File: config.mk
export PLATFORM = sky130hd
export DESIGN_NAME = fir_filter_mac
export DESIGN_NICKNAME = d
export VERILOG_FILES = /design/src/rtl/fir_filter_mac.sv
export SDC_FILE = /design/constraint.sdc
export NUM_CORES = 2
export LEC_CHECK = 0
export ABC_CLOCK_PERIOD_IN_PS = 9600
export CAP_MARGIN = 30
export CORE_ASPECT_RATIO = 0.5
export CORE_UTILIZATION = 33
export DETAILED_ROUTE_END_ITERATION = 8
export PLACE_DENSITY_LB_ADDON = 0.25
export SETUP_SLACK_MARGIN = 0.5
export SYNTH_ARGS = -nofsm -noshare
export SYNTH_HDL_FRONTEND = slang
export SYNTH_SLANG_ARGS = --single-unit
File: constraint.sdc
create_clock -name clk -period 9.6 [get_ports clk]
set_clock_uncertainty 0.1 [all_clocks]
set_input_delay 2.4 -clock clk [delete_from_list [all_inputs] [get_ports clk]]
set_output_delay 2.4 -clock clk [all_outputs]
set_load 0.005 [all_outputs]
File: src/rtl/fir_filter_mac.sv
// Time-multiplexed FIR filter: one signed MAC shared across all taps,
// valid/ready streaming on both sides, shadow/active coefficient banks
// with atomic commit between samples.
module fir_filter_mac #(
  parameter int unsigned DATA_W = 32,
  parameter int unsigned COEF_W = 16,
  parameter int unsigned TAPS   = 8,
  parameter int unsigned SHIFT  = 15
) (
  input  logic                    clk,
  input  logic                    nRst,
  input  logic                    in_valid,
  output logic                    in_ready,
  input  logic [DATA_W-1:0]       in_data,
  input  logic                    bypass,
  output logic                    out_valid,
  input  logic                    out_ready,
  output logic [DATA_W-1:0]       out_data,
  input  logic                    coef_we,
  input  logic [$clog2(TAPS)-1:0] coef_addr,
  input  logic [COEF_W-1:0]       coef_data,
  input  logic                    coef_commit,
  output logic                    commit_pending
);

  localparam int unsigned PTR_W  = $clog2(TAPS);
  localparam int unsigned PROD_W = DATA_W + COEF_W;
  localparam int unsigned ACC_W  = PROD_W + PTR_W;

  typedef enum logic [1:0] {
    S_IDLE = 2'd0,
    S_MAC  = 2'd1,
    S_OUT  = 2'd2
  } state_t;

  state_t                    state, state_nx;
  logic [PTR_W-1:0]          wptr, newest, cnt, idx_c;
  logic signed [DATA_W-1:0]  x_mem    [TAPS];
  logic signed [COEF_W-1:0]  coef_sh  [TAPS];
  logic signed [COEF_W-1:0]  coef_act [TAPS];
  logic signed [ACC_W-1:0]   acc, acc_nx_c, shifted_c;
  logic signed [PROD_W-1:0]  prod_c;
  logic [ACC_W-DATA_W:0]     top_c;
  logic [DATA_W-1:0]         sat_c;
  logic                      accept_c, last_c, handshake_c, copy_c, addr_ok_c;
  logic                      in_ready_nx, out_valid_nx, pending_nx;

  assign last_c      = (state == S_MAC) && (cnt == PTR_W'(TAPS - 1));
  assign handshake_c = (state == S_OUT) && out_valid && out_ready;
  assign addr_ok_c   = ({1'b0, coef_addr} < (PTR_W + 1)'(TAPS));

  // State register
  always_ff @(posedge clk or negedge nRst) begin
    if (!nRst) state <= S_IDLE;
    else       state <= state_nx;
  end

  // Next-state logic
  always_comb begin
    state_nx = state;
    case (state)
      S_IDLE:  if (in_valid) state_nx = bypass ? S_OUT : S_MAC;
      S_MAC:   if (last_c) state_nx = S_OUT;
      S_OUT:   if (handshake_c) state_nx = S_IDLE;
      default: state_nx = S_IDLE;
    endcase
  end

  // Control decode and next values of the registered outputs
  always_comb begin
    accept_c     = 1'b0;
    copy_c       = 1'b0;
    in_ready_nx  = 1'b1;
    out_valid_nx = 1'b0;
    pending_nx   = commit_pending;
    accept_c     = (state == S_IDLE) && in_valid;
    in_ready_nx  = (state_nx == S_IDLE);
    // out_valid rises one cycle after entering OUT, drops on the handshake
    out_valid_nx = (state == S_OUT) && !handshake_c;
    if (state == S_IDLE)         copy_c = coef_commit;
    else if (state_nx == S_IDLE) copy_c = coef_commit || commit_pending;
    if (copy_c)           pending_nx = 1'b0;
    else if (coef_commit) pending_nx = 1'b1;
  end

  // Tap select, multiply-accumulate and output saturation
  always_comb begin
    if (newest >= cnt) idx_c = newest - cnt;
    else               idx_c = PTR_W'({1'b0, newest} + (PTR_W + 1)'(TAPS) - {1'b0, cnt});
    prod_c    = PROD_W'(x_mem[idx_c]) * PROD_W'(coef_act[cnt]);
    acc_nx_c  = acc + ACC_W'(prod_c);
    shifted_c = acc_nx_c >>> SHIFT;
    top_c     = shifted_c[ACC_W-1:DATA_W-1];
    if (&top_c || !(|top_c)) sat_c = shifted_c[DATA_W-1:0];
    else if (shifted_c[ACC_W-1]) sat_c = {1'b1, {(DATA_W-1){1'b0}}};
    else                         sat_c = {1'b0, {(DATA_W-1){1'b1}}};
  end

  // Handshake and commit status registers
  always_ff @(posedge clk or negedge nRst) begin
    if (!nRst) begin
      in_ready       <= 1'b1;
      out_valid      <= 1'b0;
      commit_pending <= 1'b0;
    end else begin
      in_ready       <= in_ready_nx;
      out_valid      <= out_valid_nx;
      commit_pending <= pending_nx;
    end
  end

  // Shadow writes and shadow-to-active commit (commit sees pre-write shadow)
  always_ff @(posedge clk or negedge nRst) begin
    if (!nRst) begin
      for (int k = 0; k < int'(TAPS); k++) begin
        coef_sh[k]  <= '0;
        coef_act[k] <= '0;
      end
    end else begin
      if (coef_we && addr_ok_c) coef_sh[coef_addr] <= coef_data;
      if (copy_c) begin
        for (int k = 0; k < int'(TAPS); k++) coef_act[k] <= coef_sh[k];
      end
    end
  end

  // Delay line, tap counter, accumulator and result register
  always_ff @(posedge clk or negedge nRst) begin
    if (!nRst) begin
      for (int k = 0; k < int'(TAPS); k++) x_mem[k] <= '0;
      wptr     <= '0;
      newest   <= '0;
      cnt      <= '0;
      acc      <= '0;
      out_data <= '0;
    end else begin
      if (accept_c) begin
        x_mem[wptr] <= in_data;
        newest      <= wptr;
        wptr        <= (wptr == PTR_W'(TAPS - 1)) ? '0 : wptr + PTR_W'(1);
        acc         <= '0;
        cnt         <= '0;
        if (bypass) out_data <= in_data;
      end
      if (state == S_MAC) begin
        acc <= acc_nx_c;
        cnt <= last_c ? '0 : cnt + PTR_W'(1);
        if (last_c) out_data <= sat_c;
      end
    end
  end

endmodule
# Yosys cells after proc, flatten, opt, wreduce, memory -nomap -nowiden
# Cells that the tools add are included.
dict set report totals {
  out_inout_bits 35
  word_cells 106
  ff_bits 609
}
dict set report op_classes {
  addsub 6
  reduce_logical 17
  n_mul 1
  muxes 34
  n_lt_le_gt_ge 7
  n_bitwise 4
  eq_ne 4
}
# cell count
set ops {}
lappend ops {{two-way mux 32 bit} 9}
lappend ops {{bitwise mux 256 bit} 1}
lappend ops {{bitwise mux 128 bit} 1}
lappend ops {{two-way mux 51 bit} 2}
lappend ops {{binary-select mux 32 bit (select 3 bit)} 1}
lappend ops {{demux 32 bit (select 3 bit)} 1}
lappend ops {{adder 51 x 48 -> 51 bit} 1}
lappend ops {{binary-select mux 16 bit (select 3 bit)} 1}
lappend ops {{demux 16 bit (select 3 bit)} 1}
lappend ops {{multiplier 32 x 16 -> 48 bit} 1}
lappend ops {{two-way mux 16 bit} 3}
lappend ops {{>= comparator 4 bit, second input constant} 4}
lappend ops {{inverter 3 -> 4 bit} 4}
lappend ops {{two-way mux 3 bit} 5}
lappend ops {{adder 3 x 1 -> 3 bit, second input constant} 3}
lappend ops {{less-than comparator 4 x 1 -> 1 bit, second input constant} 2}
lappend ops {{two-way mux 2 bit} 4}
lappend ops {{logical AND 1 bit} 7}
lappend ops {{== test 3 bit, second input constant} 2}
lappend ops {{one-hot mux 2 bit (3 select lines)} 1}
lappend ops {{subtractor 3 bit} 2}
lappend ops {{AND reduction 5 bit} 1}
lappend ops {{OR reduction 5 bit} 1}
lappend ops {{zero test 2 bit} 2}
lappend ops {{other kinds (7)} 13}

# Logic depth before layout (Yosys ltp)
dict set report logic_depth {
  depth_word 15
  mapped_depth 37
}

# Worst setup path after synthesis
# OpenSTA, ideal clock, no wires.
dict set report synth_timing {
  kind {flip-flop to flip-flop}
  start {register cnt[1]}
  end {register out_data[13]}
  setup_ns 0.148
  arrival_ns 9.594
  path_stages_with_launch 36
  path_slack_ns -0.242
  period_less_slack_ns 9.842
  path_cell_list {dfrtp_1 clkbuf_1 clkbuf_1 buf_1 inv_1 fa_1 xor2_2 xnor2_4 buf_2 buf_2 mux4_2 mux2i_1 nor2_1 fa_1 inv_1 fa_1 fa_1 inv_1 fa_1 fa_1 inv_1 fa_1 inv_1 ha_1 buf_4 a21o_1 a311o_1 a32oi_1 a21oi_2 a32oi_2 nor2b_4 o31a_2 xnor2_4 nor3_4 buf_6 a221oi_2}
}
dict set report synth_via {
  elab_chain_len 14
  word_cells_on_any_way 24
  cone_classes {add/sub: 3; mul: 1; order compare: 1; eq/ne: 1; mux: 11; bitwise: 2; reduce/logical: 5}
}
# item line_no
set synth_rtl {}
lappend synth_rtl {{start: declaration} 37} ;# logic [PTR_W-1:0] wptr, newest, cnt, idx_c;
lappend synth_rtl {{start signal: assignment} 147} ;# cnt <= last_c ? '0 : cnt + PTR_W'(1);
lappend synth_rtl {{subtractor 3 bit, or another cell as far along} 89} ;# else idx_c = PTR_W'({1'b0, newest} + (PTR_W + 1)'(TAPS) - {1'b0, cnt});
lappend synth_rtl {{two-way mux 3 bit} 88} ;# if (newest >= cnt) idx_c = newest - cnt;
lappend synth_rtl {{inverter 3 -> 4 bit (not written as such)} 90} ;# prod_c = PROD_W'(x_mem[idx_c]) * PROD_W'(coef_act[cnt]);
lappend synth_rtl {{binary-select mux 32 bit (select 3 bit)} 90}
lappend synth_rtl {{two-way mux 32 bit (not written as such) (2 in a row)} 90}
lappend synth_rtl {{multiplier 32 x 16 -> 48 bit} 90}
lappend synth_rtl {{adder 51 x 48 -> 51 bit} 91} ;# acc_nx_c = acc + ACC_W'(prod_c);
lappend synth_rtl {{OR reduction 5 bit} 94} ;# if (&top_c || !(|top_c)) sat_c = shifted_c[DATA_W-1:0];
lappend synth_rtl {{zero test 1 bit} 94}
lappend synth_rtl {{logical OR 1 bit} 94}
lappend synth_rtl {{two-way mux 32 bit} 94}
lappend synth_rtl {{two-way mux 32 bit *} 148} ;# if (last_c) out_data <= sat_c;
lappend synth_rtl {{two-way mux 32 bit *} 145} ;# if (state == S_MAC) begin
lappend synth_rtl {{end signal: assignment} 143} ;# if (bypass) out_data <= in_data;
lappend synth_rtl {{end signal: assignment} 148}
lappend synth_rtl {{end: declaration} 18} ;# output logic [DATA_W-1:0] out_data,
# Mark *: on every way between the ends. The rest lies on a longest branch, timed or not. The select of a mux whose other input is x is not followed.
# A chain may end at the register's enable or synchronous reset.

# Final worst setup path
dict set report layout_timing {
  start {register cnt[0]}
  end {register out_data[4]}
}
# The elaborated chain is that of the path after synthesis.

==> results.cfg <==
[floorplanning]
start_util_pct = 33.4
num_rows = 96
ioPinCount = 93
die_h_um = 266
dieArea_um2 = 141000
die_x_um = 529
core_um2 = 138000

[placement]
gp_congestion = 0.913
port_buffers = 92
dpl.hpwl_mm = 98.9
pre_cts_slack_ps = 242

[synth]
syn-num-nets = 4629
synth_area_leaders = dfrtp_1 33%, fa_1 24%, mux2_2 14%
synth_most_common_cell = dfrtp_1
postSynthAreaPerCell_um2 = 11.8
synth_seq_cells = 609
syn_inst = 3879
synth_top_cell_by_area = dfrtp_1
synth.top_cells.by_count = 608 x dfrtp_1, 600 x inv_1, 553 x mux2_2, 551 x fa_1, 375 x nand2_1
ys_types = 83
async_flop_share_pct = 100
synth_seq_area_share_pct = 33.2
yosys_most_used_dff = dfrtp_1
yosysWarningCount = 0
synth_top_cell_area_share_pct = 33.2
synth_edf_count = 0
synth.cell_area_um2 = 45900

[routing]
first_iter_violations = 2224
drtAntennaViolNets = 0
routed_wl_mm = 137
drt_first_pass_iters = 5
drc = 0
wl_per_cell_um = 22.6
via_per_inst = 5.02
vias = 30400

[run]
drv_cap = 0

[sta]
fin_ws_ps = 447
maxSlewViolCount = 0
worst_pin_slew_ps = 1020
period_share_pct = 95.3
finalSetupViolCount = 0
finalSetupTns_ps = 0
worst_slew_margin_rel_pct = 32.3
hold_ws_ps = 382
clock.fmax_ghz = 0.109
min_period_ps = 9150
rsz0062_at_grt = true
hold_violations = 0

[critical_path]
r2r_slack_ps = 450
timing_worst_setup_path_type = reg2reg
required_ps = 10030
worstPathMaxFanout = 12
end_kind = flip-flop
crit_top_cell = fa_1
cpPeakStageDelay_ps = 570
startpoint_type = flip-flop
cp.arrival_ps = 9580
cp_slowest_cell = fa_1

[cts]
cts_htree_levels = 3
clock_path_buffers = 3
clock-sinks = 609
insertion_delay_ps = 650
cts-root-buf = clkbuf_16
ctsHoldBuffers = 0
cts_buffers = 66
cts_tree = built
clkTransAtPathRegs_ps = 60

[global_routing]
grtUsageTotal_pct = 20.0
grt.overflow.total = 0
grt_pass1_wl_mm = 211
antenna_found_initial = 6
grt_max_degree = 167
use_met2_pct = 30.5
met1_usage_pct = 29.1
grt_pass1_vias = 32816
use_met3_pct = 3.64
grt-busiest-layer = met2

[status]
outcome = complete, no violations

[layout]
fillers = 13179
drive_gt1_share_pct = 29.7
final_nets = 4895
areaGrowthSynthToFinish_pct = 18.1

[worst_hold_path]
hold_path_class = reg2reg
-- flip-flops by register name (all words and copies together), names as in the netlist --
| name | cells |
|---|---|
| cnt | 3 |
| in_ready | 1 |
| state | 2 |
| x_mem | 256 |
| out_data | 32 |
| wptr | 3 |
| newest | 3 |
| out_valid | 1 |
| commit_pending | 1 |
| coef_sh | 128 |
| acc | 51 |
| coef_act | 128 |
-- cells in the final DEF (no fill, tap or decap), drive strengths merged, types with 29 or more instances in the layout --
cell type	instances
ha	141
nand2	375
mux4	96
mux2	555
mux2i	64
buf	294
nor2	206
xnor2	32
dfrtp	608
clkbuf	88
and2	43
inv	605
fa	551
clkdlybuf4s50	91
a221oi	29
o21ai	85
nand3	52
a21oi	58
-- worst max-delay path, delay by kind of cell (launching register included) --
family,cells,cell delay [ps]
fa+ha+maj,9,3970
compound gates,6,1300
buf+inv,9,1120
mux,2,800
xor+xnor,3,700
simple gates,4,600
flops,1,440
-- path summary, 6_finish.rpt --
path,depth (start not counted),end,start
worst max register to register,33,out_data[4],cnt[0]
worst max-delay path,33,out_data[4],cnt[0]
max in group asynchronous,3,x_mem[189],nRst
worst min-delay path,1,coef_act[88],coef_sh[88]
worst min register to register,1,coef_act[88],coef_sh[88]
min in group asynchronous,1,coef_sh[34],nRst
-- cells by family (layout without fill, tap and decap cells) --
family	Yosys count	count (layout)	share of synthesized area, %
AO/OA/AOI/OAI	254	254	3.95
XOR/XNOR	55	55	1.16
adder cells (fa/ha/maj)	692	692	27.9
buffers and inverters	791	1103	6.81
flip-flops	609	609	33.2
multiplexers	714	715	19.7
other	0	5	0
AND/OR/NAND/NOR	764	764	7.22
-- per-stage QoR --
step                      cell area [um2]  instances  utilization (%)
after global routing                54200       6055             39.4
after global placement              50100       5842             36.4
final                               54200       6059             39.4
after floorplan                     45900       3879                -
after detailed placement            50200       5844             36.5
after CTS                           53100       6002             38.6
-- area by class of cell --
class / count / area (um2) / share of cell area [%]
Tap cell: 1862 / 2330 / 4.30
Multi-Input combinational cell: 2480 / 28500 / 52.6
Clock buffer: 85 / 1810 / 3.35
Sequential cell: 609 / 15200 / 28.1
Timing Repair Buffer: 388 / 3620 / 6.69
Antenna cell: 5 / 12.5 / 0.0231
Inverter: 600 / 2250 / 4.16
Clock inverter: 30 / 387 / 0.714
-- metal layers --
metal	wire, um	share of wire [%]	vias to the layer above
met4	3980	2.9	4
met3	9100	6.6	190
met1	63300	46	16147
met2	60500	44	937
li1	-	-	13122
met5	81	0.059	-
-- repair_timing --
item	4_1_cts	5_1_grt
gates resized for setup	66	119
pin swaps	20	67
setup buffers	40	48
setup endpoints to repair	35	42
gates cloned	3	4
Power is not shown: default switching activity piles up to over one toggle a cycle in this logic, so the estimate is an artifact.
